==> src/rtl/mult_seq_ctrl.sv <==
`default_nettype none
// +--------------------------------------------------------------------------+
// | Module      : mult_seq_ctrl                                              |
// | Description : Time-shares one external 8x8 unsigned multiplier to build  |
// |               a 16*OP_BYTES-bit product over valid/ready handshakes.     |
// |               Optional zero-byte skipping: MULT_SEQ_ZERO_SKIP_EN.        |
// | Revision    : 1.0 - initial release                                      |
// +--------------------------------------------------------------------------+
module mult_seq_ctrl #(
    parameter int OP_BYTES = 2
) (
    input  logic                    clk,
    input  logic                    rst_n,
    input  logic                    in_valid,
    output logic                    in_ready,
    input  logic [8*OP_BYTES-1:0]   op_a,
    input  logic [8*OP_BYTES-1:0]   op_b,
    output logic                    out_valid,
    input  logic                    out_ready,
    output logic [16*OP_BYTES-1:0]  product,
    output logic                    busy,
    output logic [7:0]              mul_mcand,
    output logic [7:0]              mul_mplier,
    input  logic [15:0]             mul_prod
);

    localparam int OW = 8 * OP_BYTES;
    localparam int PW = 16 * OP_BYTES;
    localparam int IW = (OP_BYTES > 1) ? $clog2(OP_BYTES) : 1;

    localparam logic [1:0] S_IDLE = 2'd0;
    localparam logic [1:0] S_CALC = 2'd1;
    localparam logic [1:0] S_DONE = 2'd2;

    logic [1:0]          r_state;
    logic [1:0]          w_state_nxt;
    logic [OW-1:0]       r_a;
    logic [OW-1:0]       r_b;
    logic [PW-1:0]       r_acc;
    logic [PW-1:0]       w_acc_nxt;
    logic [PW-1:0]       w_pp;
    logic [IW-1:0]       r_i;
    logic [IW-1:0]       r_j;
    logic [IW-1:0]       w_i_nxt;
    logic [IW-1:0]       w_j_nxt;
    logic                w_load;

    logic [OP_BYTES-1:0] w_a_nz;
    logic [OP_BYTES-1:0] w_b_nz;
    logic [OP_BYTES-1:0] w_in_a_nz;
    logic [OP_BYTES-1:0] w_in_b_nz;
    logic [IW-1:0]       w_in_first_i;
    logic [IW-1:0]       w_in_first_j;
    logic [IW-1:0]       w_wrap_i;
    logic [IW-1:0]       w_step_i;
    logic [IW-1:0]       w_step_j;
    logic                w_has_step_i;
    logic                w_has_step_j;

    // Byte-visit masks: all ones when skipping is off, so the same walker
    // below degenerates into the plain i-inner, j-outer sweep.
    for (genvar k = 0; k < OP_BYTES; k++) begin : g_nz
`ifdef MULT_SEQ_ZERO_SKIP_EN
        assign w_a_nz[k]    = |r_a[8*k +: 8];
        assign w_b_nz[k]    = |r_b[8*k +: 8];
        assign w_in_a_nz[k] = |op_a[8*k +: 8];
        assign w_in_b_nz[k] = |op_b[8*k +: 8];
`else
        assign w_a_nz[k]    = 1'b1;
        assign w_b_nz[k]    = 1'b1;
        assign w_in_a_nz[k] = 1'b1;
        assign w_in_b_nz[k] = 1'b1;
`endif
    end

    // Descending scan leaves the lowest qualifying index in each result.
    always_comb begin
        w_in_first_i = '0;
        w_in_first_j = '0;
        w_wrap_i     = '0;
        w_step_i     = '0;
        w_step_j     = '0;
        w_has_step_i = 1'b0;
        w_has_step_j = 1'b0;
        for (int k = OP_BYTES - 1; k >= 0; k--) begin
            if (w_in_a_nz[k]) w_in_first_i = IW'(k);
            if (w_in_b_nz[k]) w_in_first_j = IW'(k);
            if (w_a_nz[k])    w_wrap_i     = IW'(k);
            if (w_a_nz[k] && (k > int'(r_i))) begin
                w_step_i     = IW'(k);
                w_has_step_i = 1'b1;
            end
            if (w_b_nz[k] && (k > int'(r_j))) begin
                w_step_j     = IW'(k);
                w_has_step_j = 1'b1;
            end
        end
    end

    assign w_pp = PW'(mul_prod) << (8 * (int'(r_i) + int'(r_j)));

    always_comb begin
        w_state_nxt = r_state;
        w_acc_nxt   = r_acc;
        w_i_nxt     = r_i;
        w_j_nxt     = r_j;
        w_load      = 1'b0;
        case (r_state)
            S_IDLE: begin
                if (in_valid) begin
                    w_load    = 1'b1;
                    w_acc_nxt = '0;
                    w_i_nxt   = w_in_first_i;
                    w_j_nxt   = w_in_first_j;
                    // A zero operand has no passes to issue; finish at once.
                    if ((|w_in_a_nz) && (|w_in_b_nz)) w_state_nxt = S_CALC;
                    else                              w_state_nxt = S_DONE;
                end
            end
            S_CALC: begin
                w_acc_nxt = r_acc + w_pp;
                if (w_has_step_i) begin
                    w_i_nxt = w_step_i;
                end else begin
                    w_i_nxt = w_wrap_i;
                    if (w_has_step_j) w_j_nxt     = w_step_j;
                    else              w_state_nxt = S_DONE;
                end
            end
            S_DONE: begin
                if (out_ready) w_state_nxt = S_IDLE;
            end
            default: w_state_nxt = S_IDLE;
        endcase
    end

    always_ff @(posedge clk or negedge rst_n) begin
        if (!rst_n) begin
            r_state <= S_IDLE;
            r_a     <= '0;
            r_b     <= '0;
            r_acc   <= '0;
            r_i     <= '0;
            r_j     <= '0;
        end else begin
            r_state <= w_state_nxt;
            r_acc   <= w_acc_nxt;
            r_i     <= w_i_nxt;
            r_j     <= w_j_nxt;
            if (w_load) begin
                r_a <= op_a;
                r_b <= op_b;
            end
        end
    end

    assign in_ready   = (r_state == S_IDLE);
    assign out_valid  = (r_state == S_DONE);
    assign busy       = (r_state == S_CALC) || (r_state == S_DONE);
    assign product    = r_acc;
    assign mul_mcand  = (r_state == S_CALC) ? r_a[8*r_i +: 8] : 8'd0;
    assign mul_mplier = (r_state == S_CALC) ? r_b[8*r_j +: 8] : 8'd0;

endmodule
`default_nettype wire
==> config.mk <==
export PLATFORM = sky130hd
export DESIGN_NAME = mult_seq_ctrl
export DESIGN_NICKNAME = d
export VERILOG_FILES = /design/src/rtl/mult_seq_ctrl.sv
export SDC_FILE = /design/constraint.sdc
export NUM_CORES = 1
export LEC_CHECK = 0
export ABC_CLOCK_PERIOD_IN_PS = 4320
export CAP_MARGIN = 20
export CORE_ASPECT_RATIO = 0.9
export CORE_MARGIN = 10
export CORE_UTILIZATION = 54
export CTS_BUF_LIST = sky130_fd_sc_hd__clkbuf_4 sky130_fd_sc_hd__clkbuf_8
export DETAILED_ROUTE_END_ITERATION = 12
export PLACE_DENSITY_LB_ADDON = 0.12
export SYNTH_ARGS = -nofsm -noshare
export SYNTH_HDL_FRONTEND = slang
export SYNTH_SLANG_ARGS = --single-unit
==> constraint.sdc <==
create_clock -name clk -period 4.32 [get_ports clk]
set_clock_uncertainty 0.2 [all_clocks]
set_input_delay 0.432 -clock clk [delete_from_list [all_inputs] [get_ports clk]]
set_output_delay 0.432 -clock clk [all_outputs]
set_load 0.005 [all_outputs]
* After elaboration in Yosys (flattened, before gate mapping)
Cells that the tools add are included.
** Storage, ports and cells
- Register bits :: 68
- Bits in latches :: 0
- RAM bits :: 0
- Bits in read-only memories :: 0
- Input bits :: 52
- Output and inout bits :: 51
- Logic and storage cells :: 45
- Memories kept :: 0
** Cells by class
- Add/subtract/negate cells :: 2
- $mul :: 0
- Div/mod/pow operators :: 0
- Order comparisons :: 2
- Equal/unequal tests :: 7
- Shift-type cells :: 3
- Mux-type cells :: 19
- Bitwise gates (word level) :: 0
- Reduce and logical (&&, ||, !) cells :: 6
** Operator list (number)
- $pmux W32 S2 :: 1
- $add A32 B32 Y32 :: 1
- $mux W32 :: 1
- $shiftx A16 B5 Y8 :: 2
- $shl A16 B5 Y32 :: 1
- $mux W8 :: 2
- $mux W1 :: 8
- $mux W2 :: 4
- $ne A2 B2 Y1 const B :: 4
- $reduce_and A4 Y1 :: 2
- $pmux W2 S3 :: 1
- $pmux W1 S2 :: 2
- $add A1 B1 Y2 :: 1
- $eq A2 B1 Y1 const B :: 1
- $eq A2 B2 Y1 const B :: 1
- $gt A1 B1 Y1 const A :: 2
- $logic_not A2 Y1 :: 1
- $ne A2 B1 Y1 const B :: 1
- $reduce_and A2 Y1 :: 1
- $reduce_bool A2 Y1 :: 1
- $logic_or A1 B1 Y1 :: 1

* Depth between registers and ports, before layout
- Word-level depth :: 5
- Mapped depth :: 14
- Depth with buffers taken out :: 13

* Worst setup path after synthesis
Ideal clock, no wire load.
- Path type :: flip-flop to flip-flop
- From :: register r_i
- To :: register r_acc[26], in the netlist product[26]
- Setup time :: 0.122 ns
- Arrival :: 3.531 ns
- Required time :: 3.998 ns
- Path slack :: 0.467 ns
- Cell stages (with the launch flop) :: 14
- Buffers on the path :: 2
- Clock period less this slack :: 3.853 ns
- Path through :: dfrtp_1 > ha_1 > buf_1 > nor2b_1 > clkbuf_1 > a22o_1 > ha_1 > a21oi_1 > o21ai_0 > or3b_4 > nor3_4 > nor3_2 > or3_1 > a32o_1
** On the way
- Longest elaborated chain between the ends :: 4
** RTL lines
- from (decl) :: RTL line 42 : logic [IW-1:0] r_i;
- from (signal assigned) :: RTL line 148 : r_i <= w_i_nxt;
- $add A1 B1 Y2 :: RTL line 100 : assign w_pp = PW'(mul_prod) << (8 * (int'(r_i) + int'(r_j)));
- $shl A16 B5 Y32 :: RTL line 100
- $add A32 B32 Y32 :: RTL line 121 : w_acc_nxt = r_acc + w_pp;
- $pmux W32 S2 :: RTL line 108 : case (r_state)
- to (signal assigned) :: RTL line 147 : r_acc <= w_acc_nxt;
- to (decl) :: RTL line 39 : logic [PW-1:0] r_acc;
No other way between the ends.
A chain may end at the register's enable or synchronous reset.

* Worst setup path in the final report
Ends and elaborated chain as after synthesis.

==> run_results.csv <==
group,metric,value,unit
job,maxCapViolCount,0,
yosys,yosysWarnings,0,
timing,min_period,4.08,ns
yosys,async_flop_share,100,%
yosys,syn_inst,545,
timing,slew_violations,0,
global_route,grt_overflow,0,
global_route,antenna_found_initial,0,
timing,max_freq,245,MHz
global_route,gr-usage-all-layers,22.1,%
final_layout,drive_above_1_share,12.0,%
routing,firstDrtPassIters,5,
floorplanning,fp.dieW,122,um
routing,drc,0,
global_route,busiest_layer,"met2",
global_route,grt_max_degree,46,
yosys,syn-cell-area,5030,sq um
run_status,outcome,"complete, no violations",
floorplanning,floorplan.initialDensity,55.4,%
placed_design,place_area,6130,sq um
global_route,grtUsageMet3,5.20,%
yosys,ys_ff_latch,68,
routing,wl_per_cell,20.0,um
setup_path,worstPathMaxFanout,19,
power,p_per_area,764,nW/um^2
global_route,grt_util_met2,34.7,%
floorplanning,ioPinCount,103,
timing,finalSetupViolCount,0,
clock_tree,cts_tree,"done",
routing,postRouteAntennaNets,0,
floorplanning,rows,33,
yosys,ys_types,57,
setup_path,cp-start-kind,"flip-flop",
clock_tree,root_buffer,"clkbuf_8",
placed_design,placement.io_buffers,102,
placed_design,routabilityCongestion,1.06,
timing,rsz0062_at_grt,"no",
clock_tree,clockBufferDepth,2,
power,p_leak,2.82,nW
yosys,syn_area_per_cell,9.23,sq um
routing,drt_iter0_markers,490,
yosys,postSynth.topFlopCell,"dfrtp_1",
yosys,ys_seq_area_share,33.8,%
clock_tree,cts-htree-levels,3,
yosys,synth-edff-count,0,
routing,vias,4665,
yosys,yosysMostFrequentCell,"dfrtp_1",
floorplanning,die_area,13600,sq um
setup_path,criticalPathCategory,"reg2reg",
yosys,syn-num-nets,634,
timing,hold_viol,0,
floorplanning,die_h,112,um
clock_tree,clkLatencyLatePin,0.35,ns
final_layout,final_nets,728,
setup_path,crit_required,4.37,ns
clock_tree,clkTransAtPathRegs,0.09,ns
timing,tns,0,ns
global_route,grt_pass1_vias,4607,
final_layout,final_area,6380,sq um
clock_tree,postCtsSetupBuffers,0,
timing,relSlewSlack,40.5,%
floorplanning,fp.coreArea,9080,sq um
routing,vias_per_cell,6.09,
clock_tree,cts_made_buffers,9,
global_route,use_met1,30.2,%
yosys,synth_compound_area_share,18.7,%
yosys,synth_top_family_by_area,"simple AND/OR/NAND/NOR gates",
yosys,netlist_top_cells_count,"68 x dfrtp_1, 53 x nand2_1, 42 x o21ai_0",
routing,wl,15300,um
placed_design,place_hpwl,11800,um
global_route,grt_first_pass_wirelength,24300,um
yosys,synth-simple-area-share,19.2,%
setup_path,critPathArrivalTime,4.13,ns
final_layout,antenna_cells,0,
yosys,synth_area_leaders,"dfrtp_1 34%, ha_1 9.0%, mux2_2 7.2%",
hold_path,hp-class,"reg2reg",
final_layout,syn2layout_area_growth,26.9,%
setup_path,crit_path_end_kind,"flip-flop",
timing,min_period_over_period,94.4,%
yosys,synth_top_area_cell,"dfrtp_1",
yosys,synthAdderAreaFrac,9.36,%
yosys,synthMuxAreaShare,12.3,%
yosys,synthDominantCellAreaShare,33.8,%
timing,tightest_slew,0.892,ns
clock_tree,cts_sinks,68,
power,ir_drop,483,uV
yosys,synth-xor-area-share,3.48,%
==> cells by family after synthesis <==
group	count (synthesis)
xor+xnor	20
compound gates	140
flops	68
buf+inv	39
mux	58
simple gates	183
fa+ha+maj	37
==> state kept, by name, summed over array words and instances (netlist names) <==
register / cells
r_j: 1
r_b: 16
r_a: 16
product: 32
r_i: 1
r_state: 2
==> final timing paths <==
| path | startpoint | endpoint | slack, ns | cells after the start |
|---|---|---|---|---|
| max in group asynchronous | rst_n | r_a[15]$_DFFE_PN0P_ | 2.66 | 4 |
| min | r_b[6]$_DFFE_PN0P_ | r_b[6]$_DFFE_PN0P_ | 0.31 | 1 |
| max reg2reg | r_i$_DFFE_PN0P_ | product[26]$_DFFE_PN0P_ | 0.24 | 11 |
| min in group asynchronous | rst_n | product[29]$_DFFE_PN0P_ | 0.34 | 2 |
| min reg2reg | r_b[6]$_DFFE_PN0P_ | r_b[6]$_DFFE_PN0P_ | 0.31 | 1 |
| max | r_i$_DFFE_PN0P_ | product[26]$_DFFE_PN0P_ | 0.24 | 11 |
==> metrics by stage <==
stage	utilization, %	setup slack [ns]	total power [mW]	hold WS, ns	cells
after floorplan	-	0.467	3.17	-0.0636	545
after global placement	67.5	0.434	4.20	0.285	748
after detailed placement	67.5	0.176	4.26	0.293	748
after CTS	69.8	0.164	4.84	0.118	764
after global routing	70.3	0.0561	5.23	0.321	766
final	70.3	0.242	4.87	0.309	766
==> power by group <==
part           total, mW  internal, mW  switching (mW)
clock network      0.567         0.288           0.280
registers           1.14         0.930           0.206
logic               3.17          1.48            1.69
total               4.87          2.70            2.17
==> worst max-delay path, cell delays in order (launching register included) <==
cell and delay [ns]:
dfrtp_1 0.36, ha_1 0.54, nor2b_1 0.54, a22o_1 0.25
ha_1 0.31, a21oi_1 0.20, o21ai_0 0.20, or3b_4 0.43
nor3_4 0.26, nor3_2 0.09, or3_1 0.35, a32o_1 0.25
==> final cells by class <==
type / count / area [sq um]
multi-input cells: 438 / 3190
fillers: 707 / 2700
flip-flops and latches: 68 / 1700
repair buffers: 110 / 1090
well taps: 122 / 153
clock buffers: 10 / 138
clock inverters: 6 / 70.1
inverters: 12 / 45.0
==> what timing repair did <==
item	4_1_cts	5_1_grt
hold buffers	0	1
endpoints found under the hold margin	0	16
resized for setup	0	3
setup endpoints to repair	0	3
==> cell usage in the layout, fill, tap and decap left out, drive strengths merged, types with 7 or more instances in the layout <==
| cell type | instances |
|---|---|
| o21ai | 42 |
| and2 | 12 |
| nor3 | 7 |
| nand4 | 9 |
| ha | 36 |
| dfrtp | 68 |
| xnor2 | 14 |
| a21o | 18 |
| mux2 | 32 |
| nor2b | 27 |
| a22o | 10 |
| clkbuf | 10 |
| inv | 14 |
| nor2 | 27 |
| a21oi | 31 |
| mux2i | 26 |
| clkdlybuf4s50 | 101 |
| buf | 8 |
| or3 | 10 |
| nand2 | 54 |
| nand3 | 17 |
==> metal layers <==
layer / up-vias / wire length [um] / part of all wire (%)
met5: - / 0 / 0
met4: 0 / 211 / 1.4
met3: 20 / 1350 / 8.8
met2: 197 / 6970 / 45
met1: 2272 / 6790 / 44
li1: 2176 / - / -
Note: power is estimated with default switching activity, not from simulation.
